## config.mk

```make
export PLATFORM = sky130hd
export DESIGN_NAME = flip_sequencer
export DESIGN_NICKNAME = d
export VERILOG_FILES = /design/src/rtl/othello_pkg.sv /design/src/rtl/board_step.sv /design/src/rtl/flip_sequencer.sv
export SDC_FILE = /design/constraint.sdc
export NUM_CORES = 1
export LEC_CHECK = 0
export CORE_ASPECT_RATIO = 1.2
export CORE_MARGIN = 2
export CORE_UTILIZATION = 25
export CTS_BUF_LIST = sky130_fd_sc_hd__clkbuf_16
export DETAILED_ROUTE_END_ITERATION = 7
export GPL_ROUTABILITY_DRIVEN = 0
export SYNTH_ARGS = -nofsm -noshare
export SYNTH_HDL_FRONTEND = slang
export SYNTH_SLANG_ARGS = --single-unit
```

## constraint.sdc

```tcl
create_clock -name clk -period 3.55 [get_ports clk]
set_input_delay 0.71 -clock clk [delete_from_list [all_inputs] [get_ports clk]]
set_output_delay 0.71 -clock clk [all_outputs]
set_load 0.05 [all_outputs]
```

## src/rtl/othello_pkg.sv

```systemverilog
// Shared Othello definitions: cell codes, board geometry, direction tables and
// the move-resolution sequencer state encoding.
package othello_pkg;

    localparam int BOARD_DIM = 8;
    localparam int COORD_W   = $clog2(BOARD_DIM);

    localparam logic [1:0] CELL_EMPTY = 2'b00;
    localparam logic [1:0] CELL_BLACK = 2'b01;
    localparam logic [1:0] CELL_WHITE = 2'b10;

    // Index order: E, SE, S, SW, W, NW, N, NE (y grows downward)
    localparam logic signed [1:0] DIR_DX [8] = '{2'sb01, 2'sb01, 2'sb00, 2'sb11,
                                                 2'sb11, 2'sb11, 2'sb00, 2'sb01};
    localparam logic signed [1:0] DIR_DY [8] = '{2'sb00, 2'sb01, 2'sb01, 2'sb01,
                                                 2'sb00, 2'sb11, 2'sb11, 2'sb11};

    typedef enum logic [3:0] {
        IDLE,
        ORG_RD,
        ORG_WAIT,
        DIR_INIT,
        STEP_RD,
        STEP_WAIT,
        STEP_EVAL,
        BACK_WR,
        BACK_DRAW,
        NEXT_DIR,
        PLACE_WR,
        PLACE_DRAW,
        FINISH
    } state_t;

endpackage

```

## src/rtl/board_step.sv

```systemverilog
// Combinational walk helper: the cell k steps away from (x,y) along a direction,
// plus whether that cell is still on the board.
module board_step
    import othello_pkg::*;
(
    input  logic [COORD_W-1:0] x,
    input  logic [COORD_W-1:0] y,
    input  logic [2:0]         dir,
    input  logic [3:0]         k,
    output logic [COORD_W-1:0] nx,
    output logic [COORD_W-1:0] ny,
    output logic               in_bounds
);

    logic [3:0] off_x;
    logic [3:0] off_y;
    logic [3:0] sum_x;
    logic [3:0] sum_y;

    // 4-bit two's complement: any result outside 0..7 lands with bit 3 set,
    // so leaving the board can never alias onto the opposite edge.
    always_comb begin
        off_x = 4'd0;
        off_y = 4'd0;
        if (DIR_DX[dir] == 2'sb01) begin
            off_x = k;
        end else if (DIR_DX[dir] == 2'sb11) begin
            off_x = -k;
        end
        if (DIR_DY[dir] == 2'sb01) begin
            off_y = k;
        end else if (DIR_DY[dir] == 2'sb11) begin
            off_y = -k;
        end
        sum_x     = {1'b0, x} + off_x;
        sum_y     = {1'b0, y} + off_y;
        nx        = sum_x[COORD_W-1:0];
        ny        = sum_y[COORD_W-1:0];
        in_bounds = !sum_x[3] && !sum_y[3];
    end

endmodule

```

## src/rtl/flip_sequencer.sv

```systemverilog
// Othello move resolver: scans the 8 rays from a candidate cell, counts captures,
// and in commit mode writes flipped/placed disks and requests their redraw.
module flip_sequencer
    import othello_pkg::*;
#(
    parameter int RD_LAT = 1
) (
    input  logic       clk,
    input  logic       restart,
    input  logic       start,
    input  logic       commit,
    input  logic [2:0] pos_x,
    input  logic [2:0] pos_y,
    input  logic       side,
    output logic [5:0] mem_addr,
    output logic       mem_rd,
    input  logic [1:0] mem_rdata,
    output logic       mem_we,
    output logic [1:0] mem_wdata,
    output logic       draw_req,
    output logic [2:0] draw_x,
    output logic [2:0] draw_y,
    output logic [1:0] draw_color,
    input  logic       draw_ack,
    output logic       busy,
    output logic       done,
    output logic       legal,
    output logic [4:0] flip_count
);

    state_t     state_q, state_d;
    logic [2:0] x_q, x_d;
    logic [2:0] y_q, y_d;
    logic       side_q, side_d;
    logic       commit_q, commit_d;
    logic [2:0] dir_q, dir_d;
    logic [3:0] k_q, k_d;
    logic [1:0] wait_q, wait_d;
    logic [1:0] cell_q, cell_d;
    logic [4:0] flip_q, flip_d;
    logic       legal_q, legal_d;

    logic [2:0] step_x;
    logic [2:0] step_y;
    logic       step_ok;
    logic [1:0] own_cell;
    logic [1:0] opp_cell;

    board_step u_step (
        .x         (x_q),
        .y         (y_q),
        .dir       (dir_q),
        .k         (k_q),
        .nx        (step_x),
        .ny        (step_y),
        .in_bounds (step_ok)
    );

    assign own_cell   = side_q ? CELL_WHITE : CELL_BLACK;
    assign opp_cell   = side_q ? CELL_BLACK : CELL_WHITE;
    assign legal      = legal_q;
    assign flip_count = flip_q;

    always_comb begin
        state_d    = state_q;
        x_d        = x_q;
        y_d        = y_q;
        side_d     = side_q;
        commit_d   = commit_q;
        dir_d      = dir_q;
        k_d        = k_q;
        wait_d     = wait_q;
        cell_d     = cell_q;
        flip_d     = flip_q;
        legal_d    = legal_q;
        mem_addr   = 6'd0;
        mem_rd     = 1'b0;
        mem_we     = 1'b0;
        mem_wdata  = CELL_EMPTY;
        draw_req   = 1'b0;
        draw_x     = 3'd0;
        draw_y     = 3'd0;
        draw_color = CELL_EMPTY;
        busy       = 1'b1;
        done       = 1'b0;

        case (state_q)
            IDLE: begin
                busy = 1'b0;
                if (start) begin
                    x_d      = pos_x;
                    y_d      = pos_y;
                    side_d   = side;
                    commit_d = commit;
                    dir_d    = 3'd0;
                    flip_d   = 5'd0;
                    legal_d  = 1'b0;
                    state_d  = ORG_RD;
                end
            end
            ORG_RD: begin
                mem_rd   = 1'b1;
                mem_addr = {y_q, x_q};
                wait_d   = 2'd1;
                state_d  = ORG_WAIT;
            end
            ORG_WAIT: begin
                mem_addr = {y_q, x_q};
                if (wait_q == 2'(RD_LAT)) begin
                    state_d = (mem_rdata != CELL_EMPTY) ? FINISH : DIR_INIT;
                end else begin
                    wait_d = wait_q + 2'd1;
                end
            end
            DIR_INIT: begin
                k_d     = 4'd1;
                state_d = STEP_RD;
            end
            STEP_RD: begin
                if (!step_ok) begin
                    state_d = NEXT_DIR;
                end else begin
                    mem_rd   = 1'b1;
                    mem_addr = {step_y, step_x};
                    wait_d   = 2'd1;
                    state_d  = STEP_WAIT;
                end
            end
            STEP_WAIT: begin
                mem_addr = {step_y, step_x};
                if (wait_q == 2'(RD_LAT)) begin
                    cell_d  = mem_rdata;
                    state_d = STEP_EVAL;
                end else begin
                    wait_d = wait_q + 2'd1;
                end
            end
            STEP_EVAL: begin
                if (cell_q == opp_cell) begin
                    k_d     = k_q + 4'd1;
                    state_d = STEP_RD;
                end else if (cell_q == own_cell && k_q >= 4'd2) begin
                    flip_d = flip_q + 5'(k_q - 4'd1);
                    if (commit_q) begin
                        k_d     = k_q - 4'd1;
                        state_d = BACK_WR;
                    end else begin
                        state_d = NEXT_DIR;
                    end
                end else begin
                    state_d = NEXT_DIR;
                end
            end
            BACK_WR: begin
                mem_we    = 1'b1;
                mem_addr  = {step_y, step_x};
                mem_wdata = own_cell;
                state_d   = BACK_DRAW;
            end
            // The write cycle in between guarantees draw_req drops after each ack.
            BACK_DRAW: begin
                draw_req   = 1'b1;
                draw_x     = step_x;
                draw_y     = step_y;
                draw_color = own_cell;
                if (draw_ack) begin
                    if (k_q == 4'd1) begin
                        state_d = NEXT_DIR;
                    end else begin
                        k_d     = k_q - 4'd1;
                        state_d = BACK_WR;
                    end
                end
            end
            NEXT_DIR: begin
                if (dir_q == 3'd7) begin
                    legal_d = (flip_q != 5'd0);
                    state_d = (commit_q && flip_q != 5'd0) ? PLACE_WR : FINISH;
                end else begin
                    dir_d   = dir_q + 3'd1;
                    state_d = DIR_INIT;
                end
            end
            PLACE_WR: begin
                mem_we    = 1'b1;
                mem_addr  = {y_q, x_q};
                mem_wdata = own_cell;
                state_d   = PLACE_DRAW;
            end
            PLACE_DRAW: begin
                draw_req   = 1'b1;
                draw_x     = x_q;
                draw_y     = y_q;
                draw_color = own_cell;
                if (draw_ack) begin
                    state_d = FINISH;
                end
            end
            FINISH: begin
                busy    = 1'b0;
                done    = 1'b1;
                state_d = IDLE;
            end
            default: begin
                state_d = IDLE;
            end
        endcase
    end

    always_ff @(posedge clk) begin
        if (restart) begin
            state_q  <= IDLE;
            x_q      <= 3'd0;
            y_q      <= 3'd0;
            side_q   <= 1'b0;
            commit_q <= 1'b0;
            dir_q    <= 3'd0;
            k_q      <= 4'd0;
            wait_q   <= 2'd0;
            cell_q   <= CELL_EMPTY;
            flip_q   <= 5'd0;
            legal_q  <= 1'b0;
        end else begin
            state_q  <= state_d;
            x_q      <= x_d;
            y_q      <= y_d;
            side_q   <= side_d;
            commit_q <= commit_d;
            dir_q    <= dir_d;
            k_q      <= k_d;
            wait_q   <= wait_d;
            cell_q   <= cell_d;
            flip_q   <= flip_d;
            legal_q  <= legal_d;
        end
    end

endmodule

```

# == After elaboration in Yosys (flattened, before gate mapping) ==
# Memory sizes are Yosys's and may differ from the RTL's.
# Index checks and enable logic that the tools add are counted.
# totals
register_bits,29
rom_bits,32
input_bits,14
output_inout_bits,27
elab_cells,141
n_memories,2
# memory_table
memory,words,word_bits,rd,rd_clocked_by_memory_dff,write_ports,line_no,source
(no name shown),8,2,1,0,0,board_step.sv:25,if (DIR_DX[dir] == 2'sb01) begin
(no name shown),8,2,1,0,0,board_step.sv:32,end else if (DIR_DY[dir] == 2'sb11) begin
# classes
n_addsub,9
order_cmp,2
n_eq_ne,35
muxes,55
bitwise,1
reduce_logical,26
# ops
cell,n
two-way mux 4 bit,21
case mux 4 bit (12 select lines),1
"!= test 2 bit, second input constant",12
"equality test 4 bit, second input constant",5
two-way mux 2 bit,10
case mux 3 bit (2 select lines),3
case mux 6 bit (3 select lines),1
"equality test 4 x 3 -> 1 bit, second input constant",4
two-way mux 5 bit,3
case mux 4 bit (3 select lines),1
case mux 5 bit (2 select lines),1
AND reduction 5 bit,2
OR reduction 2 bit,5
two-way mux 3 bit,3
AND reduction 3 bit,3
adder 3 x 4 -> 4 bit,2
"equality test 4 x 1 -> 1 bit, second input constant",2
"equality test 4 x 2 -> 1 bit, second input constant",2
two-way mux 1 bit,7
"equality test 2 x 1 -> 1 bit, second input constant",3
two-way mux 6 bit,1
"!= test 3 bit, second input constant",2
case mux 2 bit (3 select lines),1
nonzero test 2 bit,3
22 further kinds,30

# == Depth between registers and ports, before layout ==
# logic_depth
ltp_word,12
depth_mapped,14
depth_no_buf,13

# == Modules after synthesis ==
# From an unflattened synthesis, not the netlist that was laid out.
# unflattened
hier_cells,351
area_unflattened_um2,2680.1
# by_module_without_submodules
mod,n_inst,cells_each,area_per_inst_um2,seq_area_each_um2
flip_sequencer,1,297,2265.9,580.6
board_step,1,54,414.1,0.0

# == Least setup slack after synthesis ==
# Ideal clock, no wire load.
# synth_timing
path_type,register to output
startpoint,reg dir_q[1]
endpoint,out mem_addr[4]
arrival_ns,3.498
required_time_ns,2.840
slack_ns,-0.658
path_stages_with_launch,13
path_buffers,1
path_cell_list,dfxtp_1 ha_1 nor2b_1 or2_2 o31ai_1 ha_1 a21o_1 a21o_1 nand4_1 and3b_1 buf_6 a31oi_1 o21ai_0
# synth_between
elab_chain_cells,12
word_cells_on_any_way,22
classes_between,add/sub (2); eq/ne (4); mux (10); bitwise (1); reduce/logical (3); memory (2)
# synth_rtl
item,line_no,source
start: declaration,flip_sequencer.sv:36,"logic [2:0] dir_q, dir_d;"
start signal: assignment,flip_sequencer.sv:229,dir_q <= dir_d;
inverter 3 -> 4 bit (implied by the code) *,-,
"memory read (8 x 2 bit), on equally long branches",-,
"two-way mux 2 bit, on equally long branches","board_step.sv:27, board_step.sv:30",
"two-way mux 2 bit, on equally long branches","board_step.sv:27, board_step.sv:32",
"equality test 2 x 1 -> 1 bit, on equally long branches","board_step.sv:27, board_step.sv:32",
"two-way mux 4 bit, on equally long branches","board_step.sv:27, board_step.sv:32",
"two-way mux 4 bit, on equally long branches","board_step.sv:25, board_step.sv:30",
"adder 3 x 4 -> 4 bit, on equally long branches","board_step.sv:35, board_step.sv:36",
zero test 1 bit,board_step.sv:39,in_bounds = !sum_x[3] && !sum_y[3];
logical AND 1 bit,board_step.sv:39,
two-way mux 6 bit,flip_sequencer.sv:120,if (!step_ok) begin
case mux 6 bit (3 select lines) *,flip_sequencer.sv:87,case (state_q)
end: declaration,flip_sequencer.sv:15,"output logic [5:0] mem_addr,"
# Mark *: on every way between the ends. The rest lies on a longest branch, timed or not. The select of a mux whose other input is x is not followed.

# == Worst setup path after layout ==
# layout_timing
startpoint,reg dir_q[1]
endpoint,out mem_addr[2]
# The elaborated chain is that of the path after synthesis.

==> results.md <==
* LEAKAGE at 0.00148 µW
* First-pass DRT Iterations at 5
* Clk sinks at 29
* Share of layout cells above drive strength 1 at just over 20%
* DR iter-0 viols at 140
* HPWL after DPL at 5970 µm
* Final Hold Viols at 0
* Worst vdd ir at 0.000178 V
* Sequential area share after synthesis at between 20 and 25%
* Vias in the first global route at approximately 2600
* Starting density of the core at 25.8%
* Die Area at 11300 µm²
* Syn Nets at 389
* Clk_skew at 4.28 ps
* Top_reg_cell synth: dfxtp_1
* H-Tree Depth at 2
* Synth area leader: dfxtp_1
* Vias per inst at between 5 and 6
* Sum of negative setup slack at -712 ps
* Inserted Diodes at 0
* Worst EP arrival at 2980 ps
* Flops & latches, synth at 29
* Final min period at 3690 ps
* Num ports at 41
* CP Launch Type: flop
* Total CTS buffers at 5
* Cell count after synthesis at 350
* Synth warn at 0
* Largest net degree at the start of global routing at 20
* First-pass GRT wire length at 12700 µm
* Post-synth top area share at about 22%
* Layout area overhead at 39.5%
* Failing checks: negative setup slack
* Critical Path Fanout Max at 5
* CTS Buffer Depth at 2
* Status: finished, violations left
* CTS root buf: clkbuf_16
* Placeable Area at between 10000 and 15000 µm²
* Total GRT Usage at ~14%
* Commonest non-fill, non-tap cell in the layout: nand2_1
* Via Count at between 2000 and 3000
* Cell Pwr Density at approximately 560 nW/µm²
* Final Cycle Share at 104%
* HP Class: flop to flop
* CTS tree: done
* Unrepaired setup endpoints after global routing: yes
* Hold Path Stages at 2
* Worst R2R Path Depth at 14
* Global route overflow at 0
* Worst-margin pin slew at 753 ps
* Worst path required time at 2840 ps
* Commonest non-fill, non-tap cells in the layout: nand2_1 (43), nor2_1 (39), buf_4 (28)
* Port Buf Inserts at 40
* Clock-pin slew of the registers on the worst-case setup and hold paths at approximately 50 ps
* Synth area leaders: dfxtp_1 (22%), ha_1 (11%), nand2_1 (6.6%), nor2_1 (5.6%), a21oi_1 (5.0%)
* Hold_ws at between 400 and 500 ps
* Syn_area_per_cell at 7.46 µm²
* Row count at 40
* Netlist Area Pre-Place at 2610 µm²
* Post-CTS Hold Fix Bufs at 0
* Final ANT Viol Nets at 0
* Max-Cap Viols at 0
* Die height at 116 µm
* Max Slew Vio Count at 0
* Worst-Skew Late Latency at ~280 ps
* DRC Markers at 0
* Slew Limit Headroom at 49.6%
* Die Span X at about 100 µm
* Routed WL at 7810 µm
* Drt wl/cell at ~15 µm
* Asr flop ratio synth at 0%
* Critical path class: flop to primary output
* Antenna violations before repair at 0
* Final setup vio count at 7
* Crit end category: primary output
* Fmax at 0.271 GHz
* Final Util at 36.1%
* Library cells used by synthesis at 61
* Final WS setup at -139 ps
* Number of flops mapped to enable cells by yosys at 0
* Nets at 444
[flip-flops by register name, indices dropped and copies added (netlist names)]
signal,cells
y_q,3
wait_q,2
k_q,4
x_q,3
legal,1
cell_q,2
flip_count,5
side_q,1
dir_q,3
commit_q,1
state_q,4
[layer usage]
metal / global-route usage, % / up-vias / wire, µm
met5: 0 / - / 0
li1: - / 1357 / -
met3: 2.11 / 11 / 282
met2: 26.4 / 81 / 3990
met4: 5.65 / 0 / 164
met1: 16.1 / 1260 / 3380
[Yosys cell counts, types with 3 or more instances]
| cell type | count |
|---|---|
| nand2b_1 | 9 |
| dfxtp_1 | 29 |
| nor2b_1 | 6 |
| nor2_1 | 39 |
| fa_1 | 3 |
| or2_2 | 3 |
| mux2_2 | 3 |
| ha_1 | 22 |
| xnor2_1 | 4 |
| o31ai_1 | 4 |
| or3_1 | 4 |
| inv_1 | 26 |
| o21ai_0 | 11 |
| nand3b_1 | 3 |
| a311oi_1 | 3 |
| clkbuf_1 | 11 |
| a211oi_1 | 5 |
| nand2_1 | 46 |
| nand3_1 | 9 |
| nand4_1 | 3 |
| a22oi_1 | 3 |
| a21o_1 | 6 |
| buf_6 | 3 |
| a22o_1 | 9 |
| o211ai_1 | 5 |
| nor3_1 | 4 |
| a21oi_1 | 26 |
| mux2i_1 | 5 |
[cells by family (layout without fill, tap and decap cells)]
| group | count (synthesis) | count (layout) | synth area share [%] |
|---|---|---|---|
| AO/OA/AOI/OAI | 95 | 95 | 25.3 |
| XOR/XNOR | 6 | 6 | 2.01 |
| adder cells (fa/ha/maj) | 25 | 25 | 12.8 |
| buffers and inverters | 45 | 101 | 7.52 |
| flip-flops | 29 | 29 | 22.2 |
| multiplexers | 9 | 9 | 3.64 |
| AND/OR/NAND/NOR | 141 | 141 | 26.4 |
[path summary, 6_finish.rpt]
| path | slack [ps] | startpoint | to |
|---|---|---|---|
| max reg2reg | 470 | dir_q[1] | wait_q[1] |
| max | -140 | dir_q[1] | mem_addr[2] |
| min reg2reg | 480 | wait_q[0] | wait_q[0] |
| min | 480 | wait_q[0] | wait_q[0] |
[stage by stage]
stage          instance area (µm²)  worst slack, ps  total power [µW]  cells
2_1_floorplan                 2660            -28.7              1220    350
3_3_place_gp                  3380             7.39              1600    519
3_5_place_dp                  3380            -69.2              1600    519
4_1_cts                       3590             -204              2040    530
5_1_grt                       3640             -231              2190    532
6_report                      3640             -139              2050    532
[repair_timing]
action	in CTS	in global routing
gates cloned	0	0
buffers inserted	4	2
endpoints found under the setup margin	7	7
resized for setup	13	12
pin swaps	9	17
[power by group]
group	switching (µW)	internal [µW]	total, µW
registers	73.9	377	450
logic	702	486	1190
clock network	154	253	407
total	929	1120	2050
[final cells by class]
type | instances | area, µm²
clock buffers | 5 | 125
fillers | 1047 | 6460
well taps | 126 | 158
clock inverters | 3 | 12.5
multi-input cells | 276 | 1980
flip-flops and latches | 29 | 584
inverters | 28 | 108
repair buffers | 65 | 681
[worst max-delay path, stage by stage (launching register included)]
cell     delay (ps)
dfxtp_2         330
ha_4            160
nor2b_4         120
or2_4           270
o31ai_4         210
ha_1            260
a21o_1          150
a21o_1          180
a31oi_1         130
and3b_2         240
a31o_4          260
a22o_4          230
buf_12          140
No activity file was read; power rests on OpenSTA's default activity.
==> RTL edit, RTL diff (same flow settings) <==
Put one more register stage on the output `flip_count`. The value now appears one clock later. The other outputs are not delayed to match.
--- a/src/rtl/flip_sequencer.sv
+++ b/src/rtl/flip_sequencer.sv
@@ -59,7 +59,9 @@
     assign own_cell   = side_q ? CELL_WHITE : CELL_BLACK;
     assign opp_cell   = side_q ? CELL_BLACK : CELL_WHITE;
     assign legal      = legal_q;
-    assign flip_count = flip_q;
+    always_ff @(posedge clk) begin
+        flip_count <= flip_q;
+    end
 
     always_comb begin
         state_d    = state_q;
Function: no difference found for any inputs over 10 cycles, from zero or initial values; that may be too few to reach the edited logic, so the function may still have changed.
==> RTL edit against the original RTL <==
The run still ends with setup timing left. Worst setup slack worse by 0.0015 ns. Sequential cell count is 5 higher. Synthesized area is 2.4% higher. Cell area up 3.2%. Sequential power is 9.6% higher. Fmax about the same. Worst hold slack lost 0.13 ns. Power decreased by 5.9%. Wire length grew 4.4%. Critical path type unchanged.
==> RTL edit: results (changes against the original RTL) <==
| Metric | Value |
|---|---|
| Status | complete, but fails checks (unchanged) |
| Failing checks | setup timing (unchanged) |
| Reg-to-Reg End | wait_q[0] (was wait_q[1]) |
| Synth top area cells | dfxtp_1 (25%), ha_1 (10%), a21oi_1 (6.0%) (was dfxtp_1 (22%), ha_1 (11%), nand2_1 (6.6%)) |
| Top post-synthesis cells by count | nor2_1 (39), nand2_1 (38), dfxtp_1 (34) (was nand2_1 (46), nor2_1 (39), dfxtp_1 (29)) |
| Met3 Wirelength | 353 um (was 282 um) |
| Initial DRC count | 250 (was 140) |
| Dpl ws | -0.0605 ns (was -0.0692 ns) |
| Diodes inserted | 0 (unchanged) |
| Hold Path End | flip_count[3] (was wait_q[0]) |
| DP Area | 3400 um^2 (was 3380 um^2) |
| Register area share after synthesis | 25.4% (was 22.2%) |
| Yosys cell types | 56 (was 61) |
| VDD IR-drop max | 208 uV (was 178 uV) |
| Crit path max-delay cell type | dfxtp_4 (was dfxtp_2) |
| GR Util met1 | 15.2% (was 16.1%) |
| Routed via count | 2802 (was 2709) |
| Most common cell in the synthesized netlist | nor2_1 (was nand2_1) |
| Final setup vio count | 7 (unchanged) |
| Largest net degree at the start of global routing | 19 (was 20) |
| Tot GR Track Use | 13.9% (was 14.1%) |
| Worst Skew | 0.00324 ns (was 0.00428 ns) |
| Syn Nets | 393 (was 389) |
| Worst Slack Setup Final | -0.140 ns (was -0.139 ns) |
| Syn_area_per_cell | 7.56 um^2 (was 7.46 um^2) |
| Top Layer Used | met4 (unchanged) |
| Total Wirelength | 8150 um (was 7810 um) |
| Hold Path Cell Cnt | 0 (was 2) |
| Reg2Reg Depth | 19 (was 14) |
| DR WL met2 | 4400 um (was 3990 um) |
| Routed wire per std cell | 15.1 um (was 14.7 um) |
| First-pass GRT wire length | 13200 um (was 12700 um) |
| Layout cells sized above 1 | 19.2% (was 20.4%) |
| Design Area, Final | 3760 um^2 (was 3640 um^2) |
| Worst hold path type | reg2reg (unchanged) |
| Final-stage net count | 449 (was 444) |
| Met1 WL | 3130 um (was 3380 um) |
| Largest fanout on the critical path | 6 (was 5) |
| Slew @ Worst Pin | 0.637 ns (was 0.753 ns) |
| Met2 Resource Use GR | 25.8% (was 26.4%) |
| Dpl hpwl | 6100 um (was 5970 um) |
| Setup crit end | mem_addr[5] (was mem_addr[2]) |
| Register-to-register setup slack | 0.24 ns (was 0.47 ns) |
| Filler cells | 1073 (was 1047) |
==> RTL edit: cell types whose count changed in the layout (fill, tap and decap cells not counted), moves of 3 or more <==
| cell | change |
|---|---|
| nand2_1 | -5 |
| a22o_4 | -4 |
| a21oi_1 | +6 |
| dfxtp_1 | +5 |
| nor3_1 | +6 |
| a22o_2 | +6 |
| nand3_1 | +4 |
| a311oi_1 | -3 |
| o21ai_0 | +4 |
| o211ai_1 | -4 |
| o21ai_1 | -3 |
| nor2b_1 | +3 |
| a22oi_1 | +7 |
==> RTL edit: stage by stage <==
step           power, mW  TNS [ns]
5_1_grt             2.03     -1.90
3_5_place_dp        1.47    -0.337
2_1_floorplan       1.12         0
3_3_place_gp        1.46         0
4_1_cts             1.93     -1.41
6_report            1.92    -0.910
==> RTL edit: repair_timing <==
action	4_1_cts	5_1_grt
endpoints found under the setup margin	7	8
cloned	0	0
endpoints found under the hold margin	0	0
resized for setup	18	12
pin swaps	14	17
buffers inserted	11	1
==> RTL edit: cells by family after synthesis <==
logic type / share of synthesized area [%]
mux: 2.34
buf+inv: 6.55
flops: 25.4
compound gates: 24.1
fa+ha+maj: 12.5
xor+xnor: 2.57
simple gates: 26.5
==> RTL edit: area by class of cell <==
type                    instances  area [um^2]  area share (%)
clock buffers                   5          125            3.33
clock inverters                 3         11.3           0.300
inverters                      25         93.8            2.50
multi-input cells             276         1950            52.0
flip-flops and latches         34          689            18.3
well taps                     129          161            4.29
repair buffers                 68          724            19.3
==> RTL edit: report_power, final <==
part	internal, mW	total [mW]	switching (mW)
registers	0.424	0.493	0.0689
logic	0.406	1.02	0.615
clock network	0.252	0.410	0.158
